==> src/rtl/timer_keypad_loader.sv <==
// Keypad front end for a 4-digit BCD countdown timer (mm:ss); registered outputs.
// Latency: a key edge updates the digits on the next clk edge; START gives a one-cycle load.
// Backpressure: none; one event per rising edge of key_valid, and extra digits are dropped.
//
// Ports:
//   clk, rst (sync, active-low)     : clock and reset
//   key_valid, key_code             : keypad level and code (0..9, CLEAR_CODE, START_CODE)
//   timer_zero                      : counter chain reads 00:00
//   min_tens..sec_ones              : BCD parallel-load values for the four digit counters
//   load, enablen                   : one-cycle load strobe, active-low count enable
//   digit_cnt, running, done_pulse  : entry count, RUN indicator, completion indicator
// Optional: define KEYPAD_PAUSE_EN to let START toggle RUN <-> PAUSE.
module timer_keypad_loader #(
  parameter logic [3:0] CLEAR_CODE = 4'hA,
  parameter logic [3:0] START_CODE = 4'hB,
  parameter int         DONE_HOLD  = 4
) (
  input  logic       clk,
  input  logic       rst,
  input  logic       key_valid,
  input  logic [3:0] key_code,
  input  logic       timer_zero,
  output logic [3:0] min_tens,
  output logic [3:0] min_ones,
  output logic [3:0] sec_tens,
  output logic [3:0] sec_ones,
  output logic       load,
  output logic       enablen,
  output logic [2:0] digit_cnt,
  output logic       running,
  output logic       done_pulse
);

  typedef enum logic [2:0] {
    S_IDLE,
    S_ENTRY,
    S_RUN,
    S_DONE
`ifdef KEYPAD_PAUSE_EN
    , S_PAUSE
`endif
  } state_t;

  state_t     state;
  logic       key_prev;
  logic [1:0] settle;    // blocks timer_zero until the loaded value has reached the chain
  logic [3:0] hold_cnt;

  logic key_evt, is_digit, is_clear, is_start, digits_zero;

  assign key_evt     = key_valid && !key_prev;
  assign is_digit    = (key_code <= 4'd9);
  assign is_clear    = (key_code == CLEAR_CODE);
  assign is_start    = (key_code == START_CODE);
  assign digits_zero = ({min_tens, min_ones, sec_tens, sec_ones} == 16'h0000);

  always_ff @(posedge clk) begin
    if (!rst) begin
      state      <= S_IDLE;
      key_prev   <= 1'b0;
      min_tens   <= 4'd0;
      min_ones   <= 4'd0;
      sec_tens   <= 4'd0;
      sec_ones   <= 4'd0;
      load       <= 1'b0;
      enablen    <= 1'b1;
      digit_cnt  <= 3'd0;
      running    <= 1'b0;
      done_pulse <= 1'b0;
      settle     <= 2'd0;
      hold_cnt   <= 4'd0;
    end else begin
      key_prev <= key_valid;
      load     <= 1'b0;
      case (state)
        S_IDLE: begin
          // Digits are already zero here, so the shift reduces to a single placement.
          if (key_evt && is_digit) begin
            sec_ones  <= key_code;
            digit_cnt <= 3'd1;
            state     <= S_ENTRY;
          end
        end

        S_ENTRY: begin
          if (key_evt) begin
            if (is_digit) begin
              if (digit_cnt < 3'd4) begin
                min_tens  <= min_ones;
                min_ones  <= sec_tens;
                sec_tens  <= sec_ones;
                sec_ones  <= key_code;
                digit_cnt <= digit_cnt + 3'd1;
              end
            end else if (is_clear) begin
              {min_tens, min_ones, sec_tens, sec_ones} <= 16'h0000;
              digit_cnt <= 3'd0;
              state     <= S_IDLE;
            end else if (is_start) begin
              if (digits_zero) begin
                digit_cnt <= 3'd0;
                state     <= S_IDLE;
              end else begin
                load    <= 1'b1;
                enablen <= 1'b0;
                running <= 1'b1;
                settle  <= 2'd2;
                state   <= S_RUN;
              end
            end
          end
        end

        S_RUN: begin
          if (key_evt && is_clear) begin
            {min_tens, min_ones, sec_tens, sec_ones} <= 16'h0000;
            digit_cnt <= 3'd0;
            enablen   <= 1'b1;
            running   <= 1'b0;
            state     <= S_IDLE;
`ifdef KEYPAD_PAUSE_EN
          end else if (key_evt && is_start) begin
            enablen <= 1'b1;
            running <= 1'b0;
            state   <= S_PAUSE;
`endif
          end else if (settle != 2'd0) begin
            settle <= settle - 2'd1;
          end else if (timer_zero) begin
            enablen    <= 1'b1;
            running    <= 1'b0;
            done_pulse <= 1'b1;
            hold_cnt   <= 4'(DONE_HOLD - 1);
            state      <= S_DONE;
          end
        end

        S_DONE: begin
          // Any key aborts; the key itself is consumed, not shifted in.
          if (key_evt || hold_cnt == 4'd0) begin
            {min_tens, min_ones, sec_tens, sec_ones} <= 16'h0000;
            digit_cnt  <= 3'd0;
            done_pulse <= 1'b0;
            state      <= S_IDLE;
          end else begin
            hold_cnt <= hold_cnt - 4'd1;
          end
        end

`ifdef KEYPAD_PAUSE_EN
        S_PAUSE: begin
          // Resume does not reload: the downstream counters still hold the remaining time.
          if (key_evt && is_clear) begin
            {min_tens, min_ones, sec_tens, sec_ones} <= 16'h0000;
            digit_cnt <= 3'd0;
            state     <= S_IDLE;
          end else if (key_evt && is_start) begin
            enablen <= 1'b0;
            running <= 1'b1;
            state   <= S_RUN;
          end
        end
`endif

        default: state <= S_IDLE;
      endcase
    end
  end

endmodule

==> config.mk <==
export PLATFORM = sky130hd
export DESIGN_NAME = timer_keypad_loader
export DESIGN_NICKNAME = d
export VERILOG_FILES = /design/src/rtl/timer_keypad_loader.sv
export SDC_FILE = /design/constraint.sdc
export NUM_CORES = 1
export LEC_CHECK = 0
export ABC_AREA = 1
export CORE_UTILIZATION = 52
export DETAILED_ROUTE_END_ITERATION = 8
export PLACE_DENSITY = 0.79
export SKIP_CTS_REPAIR_TIMING = 1
export SYNTH_ARGS = -nofsm -noshare
export SYNTH_HDL_FRONTEND = slang
export SYNTH_SLANG_ARGS = --single-unit
==> constraint.sdc <==
create_clock -name clk -period 1.6 [get_ports clk]
set_input_delay 0.24 -clock clk [delete_from_list [all_inputs] [get_ports clk]]
set_output_delay 0.24 -clock clk [all_outputs]
set_load 0.005 [all_outputs]
==> results.py <==
metrics = {
    "yosys": {
        "synth_nets": 299,
        "syn_avg_cell_area_um2": 6.25,
        "ys_seq_area_frac": 0.357,
        "yosysWarningCount": 0,
        "ys_seq_elements": 32,
        "synth.distinct_cells": 24,
        "netlist_area_um2": 1790,
        "synthCells": 287,
    },
    "worst_setup_path": {
        "path_depth": 1,
        "path_delay_family": "buffers and inverters",
        "path_cells": "clkdlybuf4s50_1",
        "critPathLaunchType": "flop",
        "worstSetupEndpointType": "output port",
        "required_ps": 1360,
        "reg2reg_slack_ps": 110,
        "path_class": "flop to output port",
        "worstReg2RegStart": "state[1]",
        "reg2reg_to": "sec_ones[1]",
        "critPathSlowestCell": "clkdlybuf4s50_1",
        "r2r_cells": 10,
        "path_max_fanout": 4,
        "cp.buffers_inverters": 1,
        "max_stage_delay_ps": 520,
        "worst_ep_arrival_time_ps": 1270,
    },
    "power": {
        "power_frac_comb": 0.595,
        "p_seq_frac": 0.292,
        "ir_worst_vdd_mv": 0.882,
        "p_int_mw": 2.45,
        "power.density_nw_per_um2": 1800,
        "p_leak_nw": 1.18,
        "clock_power_share": 0.113,
        "p_sw_frac": 0.440,
        "p_switching_mw": 1.93,
    },
    "floorplanning": {
        "core-area_um2": 3150,
        "initial_utilization": 0.569,
        "num_rows": 20,
        "die_h_um": 60.7,
        "die_w_um": 60.7,
        "die-area_um2": 3690,
        "io_pins": 31,
    },
    "place": {
        "place.gp.congestion": 0.874,
        "dp_cells": 381,
        "dpl_cell_area_um2": 2320,
        "port_buffers": 30,
        "post-dp-hpwl_um": 3280,
    },
    "drt": {
        "dr_total_vias": 1920,
        "drtIter0Drc": 93,
        "post_drt_wl_per_cell_um": 11.0,
        "wirelength_um": 4280,
        "ant_nets": 0,
        "viasPerCell": 4.92,
        "dr.pass1.iters": 4,
        "drcViolationCount": 0,
    },
    "layout": {
        "area_growth_pct": 35.9,
        "layout_common_cells": "67 x nand2_1, 65 x nor2_1, 28 x dfxtp_1",
        "final_util": 0.773,
        "final_common_cell": "nand2_1",
        "layout.nets": 357,
        "nFillCells": 272,
        "antenna_cells": 0,
        "drive_above_1_share": 0.202,
        "fin_area_um2": 2440,
        "instances_no_fill": 390,
        "seqCellArea_um2": 648,
        "multi_input_area_um2": 1010,
    },
    "clocking": {
        "cts_made_buffers": 5,
        "clk_path_buf_depth": 2,
        "insertion_delay_ps": 340,
        "cts_tree": "built",
        "cts_sinks": 32,
        "clk_pin_slew_ps": 90,
        "htreeDepth": 2,
        "cts_root_buf": "clkbuf_4",
    },
    "timing": {
        "finalMaxSlewViolations": 0,
        "worst_pin_slew_ps": 346,
        "finalSetupTns_ps": 0,
        "report.final.hold_viol_count": 0,
        "setup_viol": 0,
        "clock.fmax_mhz": 664,
        "period_minus_slack_ps": 1510,
        "min_period_over_period": 0.942,
        "rsz0062_at_grt": "yes",
        "max_slew_margin": 0.769,
        "finalClockSkew_ps": 5.31,
    },
    "global_route": {
        "grt_max_degree": 21,
        "grt_pass1_vias": 1662,
        "overflow": 0,
        "grt_usage": 0.263,
        "grt_first_pass_wirelength_um": 7030,
        "antenna_found_initial": 0,
    },
    "run_status": {
        "outcome": "finished clean",
    },
    "min_path": {
        "whs_path_depth": 6,
        "min_path_type": "input port to flop",
        "holdPathEnd": "sec_ones[0]",
        "worstHoldStart": "key_code[0]",
    },
    "run": {
        "max_cap_violations": 0,
    },
}
## logic make-up after synthesis
kind of cell | Yosys count | synth area share
adders and majority gates | 4 | 0.0279
DFF | 32 | 0.357
and+or+nand+nor | 173 | 0.415
buffers and inverters | 43 | 0.0984
AOI/OAI and AO/OA | 35 | 0.101
## area by class of cell
class | count | share of cell area
Tap cell | 44 | 0.0226
Clock buffer | 8 | 0.0241
Sequential cell | 32 | 0.266
Inverter | 38 | 0.0595
Timing Repair Buffer | 56 | 0.211
Multi-Input combinational cell | 212 | 0.416
## power by group through the flow
stage / combinational, mW / clock, mW / sequential, mW
final: 2.61 / 0.494 / 1.28
after global routing: 2.95 / 0.542 / 1.32
after CTS: 2.54 / 0.505 / 1.26
after detailed placement: 2.53 / 0 / 1.28
after global placement: 2.47 / 0 / 1.27
after floorplan: 1.67 / 0 / 1.24
## worst max-delay path by stage
| stage | startpoint | endpoint | slack [ps] |
|---|---|---|---|
| 2_1_floorplan | hold_cnt[0] | min_tens[2] | 250 |
| 3_3_place_gp | key_code[1] | sec_tens[2] | -280 |
| 3_5_place_dp | key_code[1] | min_tens[3] | -280 |
| 4_1_cts | state[1] | sec_ones[1] | 50 |
| 5_1_grt | state[1] | sec_ones[3] | -6 |
| 6_report | min_ones[2] | min_ones[2] | 90 |
## worst reg2reg max path, delay by kind of cell (launching register included)
| family | cells | cell delay (ps) |
|---|---|---|
| AO/OA/AOI/OAI | 1 | 70 |
| flip-flops | 1 | 370 |
| buffers and inverters | 2 | 290 |
| AND/OR/NAND/NOR | 7 | 640 |
## Yosys cell counts, drive strengths merged
cell type	number	area share
a21oi	18	0.050
and2	1	0.0035
buf	3	0.013
clkbuf	2	0.0042
dfxtp	32	0.36
ha	4	0.028
inv	38	0.081
nand2	73	0.16
nand3	19	0.056
nand4	4	0.014
nor2	76	0.18
o21a	1	0.0042
o21ai	16	0.047
## per-layer routing
layer | global-route usage | routed length [um]
met4 | 0.114 | 74
met1 | 0.332 | 2030
met3 | 0.0704 | 193
met5 | 0 | 0
met2 | 0.424 | 1990
## per-stage QoR
step / worst slack (ps) / hold slack [ps] / total power, mW
after floorplan: 250 / 333 / 2.91
after global routing: -5.68 / 438 / 4.81
after global placement: -276 / 449 / 3.75
after CTS: 45.3 / 467 / 4.31
final: 92.9 / 417 / 4.39
after detailed placement: -283 / 452 / 3.81
## sequential cells by signal, summed over array words and instances, names as in the netlist
signal      count
hold_cnt        4
running         1
digit_cnt       3
sec_ones        4
key_prev        1
state           2
sec_tens        4
enablen         1
load            1
settle          2
done_pulse      1
min_ones        4
min_tens        4
Power figures use the tool's default switching activity.
